`src/rtl/vga_pkg.sv`:
```
// Shared timing constants and coordinate type for the 640x480@60 raster path.
package vga_pkg;

    localparam int H_VIS   = 640;
    localparam int H_FP    = 16;
    localparam int H_SYNC  = 96;
    localparam int H_BP    = 48;
    localparam int H_TOTAL = H_VIS + H_FP + H_SYNC + H_BP;

    localparam int V_VIS   = 480;
    localparam int V_FP    = 10;
    localparam int V_SYNC  = 2;
    localparam int V_BP    = 33;
    localparam int V_TOTAL = V_VIS + V_FP + V_SYNC + V_BP;

    localparam int PF_X0   = 72;
    localparam int PF_Y0   = 72;
    localparam int PF_W    = 336;
    localparam int PF_H    = 372;
    localparam int TILE    = 12;

    localparam int COORD_W = 10;
    typedef logic [COORD_W-1:0] coord_t;

endpackage

```
`src/rtl/tile_counter.sv`:
```
// Pixel-offset counter modulo TILE with a tile index that advances on each offset wrap.
module tile_counter #(
    parameter int TILE  = 12,
    parameter int PX_W  = 4,
    parameter int IDX_W = 6
) (
    input  logic             clk,
    input  logic             rst,
    input  logic             load,
    input  logic             en,
    output logic [PX_W-1:0]  px,
    output logic [IDX_W-1:0] idx
);

    localparam logic [PX_W-1:0] PX_LAST = PX_W'(TILE - 1);

    logic [PX_W-1:0]  px_q, px_d;
    logic [IDX_W-1:0] idx_q, idx_d;

    always_comb begin
        px_d  = px_q;
        idx_d = idx_q;
        if (load) begin
            px_d  = '0;
            idx_d = '0;
        end else if (en) begin
            if (px_q == PX_LAST) begin
                px_d  = '0;
                idx_d = idx_q + IDX_W'(1);
            end else begin
                px_d = px_q + PX_W'(1);
            end
        end
    end

    always_ff @(posedge clk or posedge rst) begin
        if (rst) begin
            px_q  <= '0;
            idx_q <= '0;
        end else begin
            px_q  <= px_d;
            idx_q <= idx_d;
        end
    end

    assign px  = px_q;
    assign idx = idx_q;

endmodule

```
`src/rtl/vga_timing_gen.sv`:
```
// Raster timing for the 640x480@60 display path: pixel clock, syncs, blanking,
// pixel coordinates, playfield tile coordinates and a per-frame pulse/counter.
module vga_timing_gen #(
    parameter int H_VIS  = vga_pkg::H_VIS,
    parameter int H_FP   = vga_pkg::H_FP,
    parameter int H_SYNC = vga_pkg::H_SYNC,
    parameter int H_BP   = vga_pkg::H_BP,
    parameter int V_VIS  = vga_pkg::V_VIS,
    parameter int V_FP   = vga_pkg::V_FP,
    parameter int V_SYNC = vga_pkg::V_SYNC,
    parameter int V_BP   = vga_pkg::V_BP,
    parameter int PF_X0  = vga_pkg::PF_X0,
    parameter int PF_Y0  = vga_pkg::PF_Y0,
    parameter int PF_W   = vga_pkg::PF_W,
    parameter int PF_H   = vga_pkg::PF_H,
    parameter int TILE   = vga_pkg::TILE
) (
    input  logic        Clk,
    input  logic        Reset,
    output logic        VGA_CLK,
    output logic        VGA_HS,
    output logic        VGA_VS,
    output logic        VGA_BLANK_N,
    output logic        VGA_SYNC_N,
    output logic [9:0]  DrawX,
    output logic [9:0]  DrawY,
    output logic        is_playfield,
    output logic [5:0]  tile_col,
    output logic [5:0]  tile_row,
    output logic [3:0]  tile_px,
    output logic [3:0]  tile_py,
    output logic        frame_start,
    output logic [15:0] frame_count
);

    import vga_pkg::*;

    localparam coord_t H_LAST   = coord_t'(H_VIS + H_FP + H_SYNC + H_BP - 1);
    localparam coord_t V_LAST   = coord_t'(V_VIS + V_FP + V_SYNC + V_BP - 1);
    localparam coord_t HS_START = coord_t'(H_VIS + H_FP);
    localparam coord_t HS_END   = coord_t'(H_VIS + H_FP + H_SYNC);
    localparam coord_t VS_START = coord_t'(V_VIS + V_FP);
    localparam coord_t VS_END   = coord_t'(V_VIS + V_FP + V_SYNC);
    localparam coord_t H_VIS_C  = coord_t'(H_VIS);
    localparam coord_t V_VIS_C  = coord_t'(V_VIS);
    localparam coord_t PF_X_LO  = coord_t'(PF_X0);
    localparam coord_t PF_X_HI  = coord_t'(PF_X0 + PF_W);
    localparam coord_t PF_Y_LO  = coord_t'(PF_Y0);
    localparam coord_t PF_Y_HI  = coord_t'(PF_Y0 + PF_H);

    if ((PF_X0 + PF_W > H_VIS) || (PF_Y0 + PF_H > V_VIS) ||
        (PF_W % TILE != 0) || (PF_H % TILE != 0)) begin : g_bad_playfield
        $error("vga_timing_gen: playfield must sit inside the visible area and be a whole number of tiles");
    end

    logic          phase_q, phase_d;
    coord_t        hc_q, hc_d;
    coord_t        vc_q, vc_d;
    logic          hs_q, hs_d;
    logic          vs_q, vs_d;
    logic          blank_n_q, blank_n_d;
    logic          pf_q, pf_d;
    logic          frame_start_q, frame_start_d;
    logic [15:0]   frame_count_q, frame_count_d;

    logic          pix_en;
    logic          h_wrap;
    logic          h_load, h_en, v_load, v_en;

    // Every registered output is decoded from the next (hc, vc) so all of them
    // change on the same edge as DrawX/DrawY.
    always_comb begin
        pix_en  = phase_q;
        phase_d = ~phase_q;
        h_wrap  = pix_en && (hc_q == H_LAST);
        hc_d    = hc_q;
        vc_d    = vc_q;
        if (pix_en) begin
            if (h_wrap) begin
                hc_d = '0;
                vc_d = (vc_q == V_LAST) ? '0 : vc_q + coord_t'(1);
            end else begin
                hc_d = hc_q + coord_t'(1);
            end
        end

        hs_d      = !((hc_d >= HS_START) && (hc_d < HS_END));
        vs_d      = !((vc_d >= VS_START) && (vc_d < VS_END));
        blank_n_d = (hc_d < H_VIS_C) && (vc_d < V_VIS_C);
        pf_d      = (hc_d >= PF_X_LO) && (hc_d < PF_X_HI) &&
                    (vc_d >= PF_Y_LO) && (vc_d < PF_Y_HI);

        frame_start_d = h_wrap && (vc_d == V_VIS_C);
        frame_count_d = frame_count_q;
        if (frame_start_d) begin
            frame_count_d = frame_count_q + 16'd1;
        end

        // Tile counters step only while the next position stays inside the
        // playfield, so they keep the last in-field value outside it.
        h_load = pix_en && (hc_d == PF_X_LO);
        h_en   = pix_en && (hc_d > PF_X_LO) && (hc_d < PF_X_HI);
        v_load = h_wrap && (vc_d == PF_Y_LO);
        v_en   = h_wrap && (vc_d > PF_Y_LO) && (vc_d < PF_Y_HI);
    end

    always_ff @(posedge Clk or posedge Reset) begin
        if (Reset) begin
            phase_q       <= 1'b0;
            hc_q          <= '0;
            vc_q          <= '0;
            hs_q          <= 1'b1;
            vs_q          <= 1'b1;
            blank_n_q     <= 1'b1;
            pf_q          <= 1'b0;
            frame_start_q <= 1'b0;
            frame_count_q <= '0;
        end else begin
            phase_q       <= phase_d;
            hc_q          <= hc_d;
            vc_q          <= vc_d;
            hs_q          <= hs_d;
            vs_q          <= vs_d;
            blank_n_q     <= blank_n_d;
            pf_q          <= pf_d;
            frame_start_q <= frame_start_d;
            frame_count_q <= frame_count_d;
        end
    end

    tile_counter #(
        .TILE  (TILE),
        .PX_W  (4),
        .IDX_W (6)
    ) u_tile_h (
        .clk  (Clk),
        .rst  (Reset),
        .load (h_load),
        .en   (h_en),
        .px   (tile_px),
        .idx  (tile_col)
    );

    tile_counter #(
        .TILE  (TILE),
        .PX_W  (4),
        .IDX_W (6)
    ) u_tile_v (
        .clk  (Clk),
        .rst  (Reset),
        .load (v_load),
        .en   (v_en),
        .px   (tile_py),
        .idx  (tile_row)
    );

    assign VGA_CLK      = phase_q;
    assign VGA_HS       = hs_q;
    assign VGA_VS       = vs_q;
    assign VGA_BLANK_N  = blank_n_q;
    assign VGA_SYNC_N   = 1'b0;
    assign DrawX        = hc_q;
    assign DrawY        = vc_q;
    assign is_playfield = pf_q;
    assign frame_start  = frame_start_q;
    assign frame_count  = frame_count_q;

endmodule

```
`config.mk`:
```
export PLATFORM = sky130hd
export DESIGN_NAME = vga_timing_gen
export DESIGN_NICKNAME = d
export VERILOG_FILES = /design/src/rtl/vga_pkg.sv /design/src/rtl/tile_counter.sv /design/src/rtl/vga_timing_gen.sv
export SDC_FILE = /design/constraint.sdc
export NUM_CORES = 1
export LEC_CHECK = 0
export CAP_MARGIN = 20
export CORE_MARGIN = 10
export CORE_UTILIZATION = 57
export CTS_CLUSTER_SIZE = 16
export DETAILED_ROUTE_END_ITERATION = 16
export PLACE_DENSITY_LB_ADDON = 0.15
export SETUP_SLACK_MARGIN = 0.05
export SLEW_MARGIN = 20
export SYNTH_ARGS = -nofsm -noshare
export SYNTH_HDL_FRONTEND = slang
export SYNTH_SLANG_ARGS = --single-unit
```
`constraint.sdc`:
```
create_clock -name Clk -period 9.35 [get_ports Clk]
set_input_delay 1.87 -clock Clk [delete_from_list [all_inputs] [get_ports Clk]]
set_output_delay 1.87 -clock Clk [all_outputs]
set_load 0.005 [all_outputs]
```
# [Word-level counts from Yosys, hierarchy flattened]
# Cells that the tools add are included.
[op_classes] eq_ne=7 n_shift=0 multipliers=0 muxes=17 div=0 order_cmp=12 add_sub_neg=7 n_reduce_logical=22 bitwise=1
[ops] cell="$mux W10" count=5
[ops] cell="$lt A10 B9 Y1 const B" count=4
[ops] cell="$mux W6" count=6
[ops] cell="$mux W4" count=6
[ops] cell="$add A10 B1 Y10 const B" count=2
[ops] cell="$eq A10 B10 Y1 const B" count=2
[ops] cell="$eq A10 B7 Y1 const B" count=2
[ops] cell="$ge A10 B7 Y1 const B" count=2
[ops] cell="$gt A10 B7 Y1 const B" count=2
[ops] cell="$lt A10 B10 Y1 const B" count=2
[ops] cell="$add A16 B1 Y16 const B" count=1
[ops] cell="$logic_and A1 B1 Y1" count=14
[ops] cell="$add A6 B1 Y6 const B" count=2
[ops] cell="$eq A10 B9 Y1 const B" count=1
[ops] cell="$ge A10 B10 Y1 const B" count=1
[ops] cell="$ge A10 B9 Y1 const B" count=1
[ops] cell="$add A4 B1 Y4 const B" count=2
[ops] cell="$eq A4 B4 Y1 const B" count=2
[ops] cell="$reduce_bool A2 Y1" count=4
[ops] cell="$reduce_and A2 Y1" count=2
[ops] cell="$logic_not A1 Y1" count=2
[ops] cell="$not A1 Y1" count=1
[totals] rom_bits=0 word_cells=79 n_memories=0 ram_bits=0 latchBits=0 output_inout_bits=63 in_bits=2 register_bits=62

# [Logic depth before layout (Yosys ltp)]
# Gate-level depths: netlist of run 1.
[depth] ltp_word=9 mapped_depth=12 mapped_depth_nobuf=10

# [Modules after synthesis]
# Synthesis of run 1 repeated with hierarchy kept, for this count alone.
[unflattened] cells_unflattened=365 area_unflattened_um2=3559.7
[by_module_without_submodules] module="vga_timing_gen" seq_area_each_um2=1054.8 n_inst=1 cells_each=257 area_each_um2=2473.6
[by_module_without_submodules] module="tile_counter" seq_area_each_um2=250.2 n_inst=2 cells_each=54 area_each_um2=543.0

# [Worst setup path after synthesis of run 1]
# OpenSTA, ideal clock, no wires.
[synth_path] path_kind="reg2reg" start="reg hc_q[6] (netlist: DrawX[6])" end="reg u_tile_v.px_q[3] (netlist: u_tile_v.px[3])" setup_ns=0.076 period_less_slack_ns=3.267 n_path_buf=2 t_required_ns=9.274 t_arrival_ns=3.191 path_stages_with_launch=12 slack_ns=6.083 path_cell_list="dfrtp_1 > buf_6 > or3b_4 > or4_4 > buf_6 > or4_4 > and2_4 > clkinv_4 > a21oi_2 > or3_4 > or4_1 > o21ai_1"
[synth_between] elab_chain_len=8 word_cells_on_any_way=12 classes_between="order compare: 2; eq/ne: 2; mux: 3; reduce/logical: 5"
[synth_lines] element="from (decl)" line="vga_timing_gen.sv:57" rtl="coord_t hc_q, hc_d;"
[synth_lines] element="from (signal assigned)" line="vga_timing_gen.sv:110" rtl="hc_q <= '0;"
[synth_lines] element="from (signal assigned)" line="vga_timing_gen.sv:120" rtl="hc_q <= hc_d;"
[synth_lines] element="$eq A10 B10 Y1 (*)" line="vga_timing_gen.sv:75" rtl="h_wrap = pix_en && (hc_q == H_LAST);"
[synth_lines] element="$logic_and A1 B1 Y1 (*)" line="vga_timing_gen.sv:75"
[synth_lines] element="$mux W10 (*)" line="vga_timing_gen.sv:79" rtl="if (h_wrap) begin"
[synth_lines] element="$mux W10 (*)" line="vga_timing_gen.sv:78" rtl="if (pix_en) begin"
[synth_lines] element="via vc_d[6]" line="vga_timing_gen.sv:58" rtl="coord_t vc_q, vc_d;"
[synth_lines] element="$gt A10 B7 Y1" line="vga_timing_gen.sv:104" rtl="v_en = h_wrap && (vc_d > PF_Y_LO) && (vc_d < PF_Y_HI);"
[synth_lines] element="$logic_and A1 B1 Y1 (2 in a row)" line="vga_timing_gen.sv:104"
[synth_lines] element="$reduce_bool A2 Y1 (no source line)"
[synth_lines] element="to (signal assigned)" line="tile_counter.sv:41" rtl="px_q <= px_d;"
[synth_lines] element="to (decl)" line="tile_counter.sv:17" rtl="logic [PX_W-1:0] px_q, px_d;"
# Mark *: on every way through the listed nets, which the timed path passes. The rest lies on a longest branch.
# A chain may end at the register's enable or synchronous reset.

# [Worst setup path in the final report of run 1]
[layout_path] start="reg hc_q[1] (netlist: DrawX[1])" end="reg u_tile_v.idx_q[0] (netlist: u_tile_v.idx[0])"
[layout_between] elab_chain_len=9 word_cells_on_any_way=14 classes_between="order compare: 2; eq/ne: 2; mux: 3; reduce/logical: 7"
[layout_lines] element="$eq A10 B10 Y1 (*)" line="vga_timing_gen.sv:75"
[layout_lines] element="$logic_and A1 B1 Y1 (*)" line="vga_timing_gen.sv:75"
[layout_lines] element="$mux W10" line="vga_timing_gen.sv:79"
[layout_lines] element="$mux W10" line="vga_timing_gen.sv:78"
[layout_lines] element="$gt A10 B7 Y1" line="vga_timing_gen.sv:104"
[layout_lines] element="$logic_and A1 B1 Y1 (2 in a row)" line="vga_timing_gen.sv:104"
[layout_lines] element="$reduce_bool A2 Y1 (no source line)"
[layout_lines] element="$reduce_and A2 Y1 (no source line)"
[layout_lines] element="to (signal assigned)" line="tile_counter.sv:42" rtl="idx_q <= idx_d;"
[layout_lines] element="to (decl)" line="tile_counter.sv:18" rtl="logic [IDX_W-1:0] idx_q, idx_d;"
# Mark *: on every way between the ends. The rest lies on a longest branch, timed or not.

==> results by group, run 1 <==
Setup path
  – Critical Path Fanout Max: 18
  – Critical Path Sink Type: flip-flop
  – Crit path DAT: slightly above 4000 ps
  – Worst R2R Start: DrawX[1]$_DFF_PP0_
  – Critical path class: flip-flop to flip-flop
  – Crit path launch type: flip-flop
  – Critical Path RT: 9560 ps
  – Worst r2r path cells: 9
  – Reg2reg end: u_tile_v.idx[0]$_DFFE_PP0P_
  – R2r setup slk: ~5500 ps

Final layout
  – Antenna diodes: 0
  – Final non-filler cell total: 515
  – Share of layout cells above drive strength 1: 10.7%
  – Syn-to-layout area delta: 23.3%
  – # nets final: roughly 440
  – Finished Core Util: just over 70%

Floorplanning
  – Die Span Y: 99.8 um
  – Initial Util: between 50 and 60%
  – X dimension of the die: roughly 100 um
  – DIE AREA: between 9000 and 10,000 um2
  – IO Count: 65
  – Core Rows: 29
  – Core footprint: around 6300 um2

Power and ir drop
  – Worst vdd ir: roughly 95 uV
  – Cell Pwr Density: roughly 120 nW/um2
  – Pleak: 1.86 nW

Drt
  – DR top layer: met4
  – DR vias/cell: roughly 6
  – Vias: approximately 3,100
  – Post-Route WL: roughly 8700 um
  – Antenna Nets Post-Route: 0
  – DRT met1 WL: roughly 3800 um
  – Routed wl met2: just over 4000 um
  – DR iter-0 viols: between 100 and 150
  – Routed length per instance: 16.9 um
  – Pre-antenna DRT Iters: 4
  – Met3 WL post-DR: 655 um
  – DRC viols: 0

STA
  – Setup TNS: 0 ps
  – Rel. slew slack: between 40 and 50%
  – Slew @ Worst Pin: ~800 ps
  – FMAX: about 260 MHz
  – Final hold vios: 0
  – Clock skew: about 7 ps
  – RSZ-0062 raised after global routing: no
  – Setup violations, final: 0
  – Period minus WS final: between 3000 and 4000 ps
  – Tcrit/Tclk final: around two fifths
  – Slew Viols, Final: 0

Synthesis
  – Syn Nets: 389
  – Sequential cell area fraction in the yosys report: between 40 and 50%
  – Ys Warns: 0
  – Post-synth EDFFs: 0
  – Yosys reg bits: slightly above 60
  – Prevailing post-synth register cell: dfrtp_1
  – Avg Synthesized Cell Area: around 9.6 um2
  – Asr flop ratio synth: between 90% and 100%
  – Post-Synthesis Cells: between 300 and 400
  – Yosys cell types: 71
  – Area of the mapped netlist: around 3600 um2

Placement
  – Dpl hpwl: about 6300 um
  – Port buffer count: between 60 and 70
  – Gpl congestion: between 0.8 and 0.9
  – Placed cells: 499

Global routing
  – First-pass GRT wire length: 14,400 um
  – GRT overflow: 0
  – Antenna violations before repair: 0
  – GR Util All Layers: around 17%
  – Largest net degree at the start of global routing: between 60 and 70
  – Vias in the first global route: ~3,000

Run status
  – Outcome: finished clean

Hold path
  – Hold path cells: 1
  – Hold Startpoint: frame_count[15]$_DFFE_PP0P_
  – Hold endpoint: frame_count[15]$_DFFE_PP0P_
  – Min-delay worst type: flip-flop to flip-flop

Clock network
  – CTS resizes: 0
  – Clock Latency Late Sink: around 340 ps
  – Clock root buffer: clkbuf_8
  – CTS tree: yes
  – CTS Hold Bufs: 0
  – Clk sinks: a little over 60
  – CTS max path bufs: 2
  – Clock transition at path regs: approximately 70 ps
  – Setup Fix Bufs, Post-CTS: 0
  – Total CTS buffers: 9
  – H-tree depth: 3

Job
  – Total of max-cap violations: 0
[cell families (layout without fill, tap and decap cells)]
logic type / after synthesis / in the layout / synth area share [%]
AO/OA/AOI/OAI: 77 / 77 / 14.3
XOR/XNOR: 30 / 30 / 7.24
adder cells (fa/ha/maj): 8 / 8 / 2.76
buffers and inverters: 43 / 102 / 5.55
flip-flops: 62 / 62 / 42.8
multiplexers: 6 / 6 / 1.79
other: 1 / 1 / 0.103
AND/OR/NAND/NOR: 152 / 152 / 25.4
[how the worst max path moves through the flow]
stage / start / end / slack (ps) / cells after the start
after floorplan: Reset / DrawX[0]$_DFF_PP0_ / 5940 / 1
after CTS: DrawX[1]$_DFF_PP0_ / u_tile_v.idx[0]$_DFFE_PP0P_ / 5540 / 9
after global routing: DrawX[1]$_DFF_PP0_ / u_tile_v.idx[0]$_DFFE_PP0P_ / 5250 / 9
after detailed placement: DrawX[1]$_DFF_PP0_ / u_tile_v.idx[0]$_DFFE_PP0P_ / 5590 / 9
after global placement: DrawX[1]$_DFF_PP0_ / u_tile_v.idx[1]$_DFFE_PP0P_ / 5420 / 9
final: DrawX[1]$_DFF_PP0_ / u_tile_v.idx[0]$_DFFE_PP0P_ / 5520 / 9
[layout make-up]
cell class,instances,area [um2]
clock buffers,10,128
clock inverters,6,86.3
fillers,469,1800
inverters,21,83.8
multi-input cells,274,1880
flip-flops and latches,62,1560
well taps,77,96.3
repair buffers,65,646
[critical path, stage by stage (launching register included)]
cell and delay, ps:
dfrtp_1 450, ha_1 400, inv_1 130, or4_4 680, or4_4 570, a211oi_1 270, nor4bb_2 750, nor2_1 160
o21ai_0 190, o21ai_0 100
[where the power goes]
| part | switching, mW | total [mW] | internal (mW) |
|---|---|---|---|
| Combinational | 0.00515 | 0.00583 | 0.000676 |
| Clock | 0.108 | 0.257 | 0.150 |
| Sequential | 0 | 0.268 | 0.268 |
[cells in the final DEF (no fill, tap or decap), types with 3 or more instances in the layout]
cell,synthesis,layout
clkdlybuf4s50_1,0,63
dfrtp_1,59,59
nand2_1,27,27
o21ai_0,27,27
nor2_1,25,25
xor2_1,21,21
inv_1,20,19
nand3_1,15,15
nand4_1,13,13
a211oi_1,9,9
xnor2_1,9,9
clkbuf_8,0,9
nor3_1,8,8
nor4_1,8,8
ha_1,8,8
nand2b_1,6,6
o31ai_1,6,6
a21oi_1,6,6
nor3b_1,5,5
and3_1,4,4
mux2_2,4,4
nand3b_1,4,4
dfstp_2,3,3
and4_1,3,3
or4_4,3,3
nor4b_1,3,3
or4_1,3,3
and3b_1,3,3
or3_1,3,3
nor3_2,3,3
[metrics by stage]
stage | worst slack [ps] | area, um2 | hold WS (ps) | total power [mW]
after floorplan | 5940 | 3630 | 465 | 0.278
after global placement | 5420 | 4250 | 457 | 0.279
after detailed placement | 5590 | 4260 | 461 | 0.279
after CTS | 5540 | 4470 | 474 | 0.534
after global routing | 5250 | 4470 | 489 | 0.548
final | 5520 | 4470 | 465 | 0.531
[routing by layer]
layer,vias up,track usage (%)
li1,1491,-
met1,1464,21.4
met2,103,27.6
met3,18,4.81
met4,0,7.94
met5,-,0
[flip-flops by register name, indices dropped and copies added, names as in the netlist, 4 cells and up]
name,cells
DrawX,10
DrawY,10
frame_count,16
u_tile_h.idx,6
u_tile_h.px,4
u_tile_v.idx,6
u_tile_v.px,4
[synthesized netlist by cell type (8+ instances only)]
cell	count	area, um2
o21ai_0	27	135
nor3_1	8	40.0
nand2_1	27	101
clkbuf_1	12	45.0
ha_1	8	100
xor2_1	21	184
xnor2_1	9	78.8
nor4_1	8	50.1
nand3_1	15	75.1
nor2_1	25	93.8
nand4_1	13	81.3
a211oi_1	9	67.6
inv_1	20	75.1
dfrtp_1	59	1480
(Power assumes the default switching activity.)
==> inputs of run 2 (changes only) <==
--- a/config.mk
+++ b/config.mk
@@ -7,7 +7,7 @@
 export LEC_CHECK = 0
 export CAP_MARGIN = 20
 export CORE_MARGIN = 10
-export CORE_UTILIZATION = 57
+export CORE_UTILIZATION = 53
 export CTS_CLUSTER_SIZE = 16
 export DETAILED_ROUTE_END_ITERATION = 16
 export PLACE_DENSITY_LB_ADDON = 0.15
==> constraint.sdc (replaced) <==
create_clock -name Clk -period 3.63 [get_ports Clk]
set_input_delay 0.726 -clock Clk [delete_from_list [all_inputs] [get_ports Clk]]
set_output_delay 0.726 -clock Clk [all_outputs]
set_load 0.005 [all_outputs]
==> results by group, run 2 (synthesized netlist as in run 1, its figures left out) <==
Drt
  – DR vias/cell: 5.91 (-1.1%)
  – Vias: 3,136 (+2.0%)
  – DRC viols: 0 (unchanged)
  – Pre-antenna DRT Iters: 4 (unchanged)
  – Antenna Nets Post-Route: 0 (unchanged)
  – Routed length per instance: 17.3 um (+2.0%)
  – Post-Route WL: 9170 um (+5.1%)
  – DR iter-0 viols: 143 (-2.1%)

Final layout
  – # nets final: 456 (+2.9%)
  – Share of layout cells above drive strength 1: 13.5% (+2.8 points)
  – Antenna diodes: 0 (unchanged)
  – Most frequent cells in the layout: 63 x clkdlybuf4s50_1, 59 x dfrtp_1, 27 x nand2_1, 27 x o21ai_0, 25 x nor2_1
  – Largest register FFs: 16 (unchanged)
  – Final non-filler cell total: 531 (+3.1%)
  – Syn-to-layout area delta: 26.1%
  – Most common cell after layout, fill and taps aside: clkdlybuf4s50_1

Power and ir drop
  – NetSw: 299 uW (+170%)
  – Switching Share: 21.7% (+0.48 points)
  – Power share of the combinational group: 1.2% (about the same)
  – Clock power frac: 48.7% (+0.3 points)
  – Cell Pwr Density: 301 nW/um2 (+150%)
  – Design Power: 1.38 mW (+160%)
  – Sequential share of power: 50.1% (-0.4 points)
  – Worst vdd ir: 211 uV (+120%)
  – Pint: 1.08 mW (+160%)
  – Pleak: 1.92 nW (+3.7%)

Clock network
  – Clk sinks: 62 (unchanged)
  – Clock transition at path regs: 70 ps (about the same)
  – CTS tree: yes
  – H-tree depth: 3 (unchanged)
  – CTS max path bufs: 2 (unchanged)
  – Clock Latency Late Sink: 340 ps (about the same)
  – Setup Fix Bufs, Post-CTS: 0 (unchanged)
  – Clock root buffer: clkbuf_8
  – Total CTS buffers: 9 (unchanged)

Floorplanning
  – DIE AREA: 10,600 um2 (+6.0%)
  – Initial Util: 54.0% (-3.8 points)
  – X dimension of the die: 103 um (+3.0%)
  – Core Rows: 30 (+3.4%)
  – IO Count: 65 (unchanged)
  – Die Span Y: 103 um (+3.0%)
  – Core footprint: 6720 um2 (+7.0%)

Setup path
  – Crit path launch type: flip-flop
  – R2r setup slk: 220 ps (-5300 ps)
  – Critical path class: flip-flop to flip-flop
  – Critical Path Fanout Max: 18 (unchanged)
  – Critical Path Sink Type: flip-flop
  – Crit path DAT: 3680 ps (-360 ps)
  – Critical Path RT: 3900 ps (-5660 ps)

STA
  – Period minus WS final: 3410 ps (-420 ps)
  – Final hold vios: 0 (unchanged)
  – Rel. slew slack: 64.7% (+18 points)
  – Slew @ Worst Pin: 528 ps (-271 ps)
  – Hold_ws: 470 ps (+4.95 ps)
  – Setup TNS: 0 ps (unchanged)
  – FMAX: 293 MHz (+12%)
  – Tcrit/Tclk final: 94.0% (+53 points)
  – Setup violations, final: 0 (unchanged)
  – Setup ws final: 218 ps (-5300 ps)
  – Clock skew: 11.9 ps (+4.94 ps)
  – Slew Viols, Final: 0 (unchanged)
  – RSZ-0062 raised after global routing: no

Placement
  – Dpl hpwl: 6750 um (+6.9%)
  – Gpl congestion: 0.884 (+0.57%)
  – Pre-CTS WS: 210 ps (-5380 ps)
  – Port buffer count: 63 (unchanged)
  – Placed cells: 515 (+3.2%)

Global routing
  – Largest net degree at the start of global routing: 40 (-37%)
  – Vias in the first global route: 3,110 (+4.5%)
  – GRT overflow: 0 (unchanged)
  – Antenna violations before repair: 0 (unchanged)
  – GR Util All Layers: 18.2% (+0.84 points)
  – First-pass GRT wire length: 15,500 um (+8.2%)

Hold path
  – Min-delay worst type: flip-flop to flip-flop

Job
  – Total of max-cap violations: 0 (unchanged)

Run status
  – Outcome: finished clean
[run 2: cell count changes in the layout (fill, tap and decap cells not counted)]
cell      change
o31ai_1       -1
o31ai_2       +1
nor4bb_2      -1
a21boi_2      +1
nor4bb_1      +1
a21boi_0      -1
buf_4        +13
[run 2: repair_timing]
item | 4_1_cts | 5_1_grt
gates resized for setup | 0 | 3
hold buffers | 0 | 0
endpoints found under the setup margin | 0 | 6
[run 2: worst paths after layout]
check                                             from                           to  depth (start not counted)
max in group asynchronous                        Reset             VGA_VS$_DFF_PP1_                          3
min reg2reg                frame_count[15]$_DFFE_PP0P_  frame_count[15]$_DFFE_PP0P_                          1
max reg2reg                         DrawX[0]$_DFF_PP0_  frame_count[10]$_DFFE_PP0P_                          9
min                        frame_count[15]$_DFFE_PP0P_  frame_count[15]$_DFFE_PP0P_                          1
max                                 DrawX[0]$_DFF_PP0_  frame_count[10]$_DFFE_PP0P_                          9
min in group asynchronous                        Reset  u_tile_h.idx[1]$_DFFE_PP0P_                          3
[run 2: through the flow]
step | utilization (%) | cell area (um2)
3_5_place_dp | 64.8 | 4360
5_1_grt | 68.1 | 4580
4_1_cts | 68.0 | 4570
6_report | 68.1 | 4580
3_3_place_gp | 64.8 | 4360
2_1_floorplan | - | 3630
[run 2: critical path, stage by stage (launching register included)]
cell,delay (ps)
dfrtp_1,440
ha_1,210
inv_1,70
or4_4,660
or4_4,580
a221oi_2,340
and3_4,260
nand3_4,200
nor4_1,410
xor2_1,180
[run 2: cell type report]
class	count	area, um2
fillers	514	2140
multi-input cells	274	1880
flip-flops and latches	62	1560
repair buffers	78	743
clock buffers	10	128
well taps	80	100
clock inverters	6	86.3
inverters	21	83.8
[run 2: power by group through the flow]
stage	Combinational (mW)	Clock [mW]	Sequential [mW]
finish	0.0164	0.671	0.691
global route	0.0198	0.713	0.690
CTS	0.0178	0.674	0.691
detailed placement	0.0177	0	0.704
global placement	0.0174	0	0.704
floorplan	0.0111	0	0.704
[run 2: metal layers]
metal	vias to the layer above	wire [um]	global-route usage (%)	part of all wire, %
li1	1511	-	-	-
met1	1498	3900	22.9	42
met2	112	4490	30.2	49
met3	15	627	3.82	6.8
met4	0	157	6.52	1.7
met5	-	0	0	0
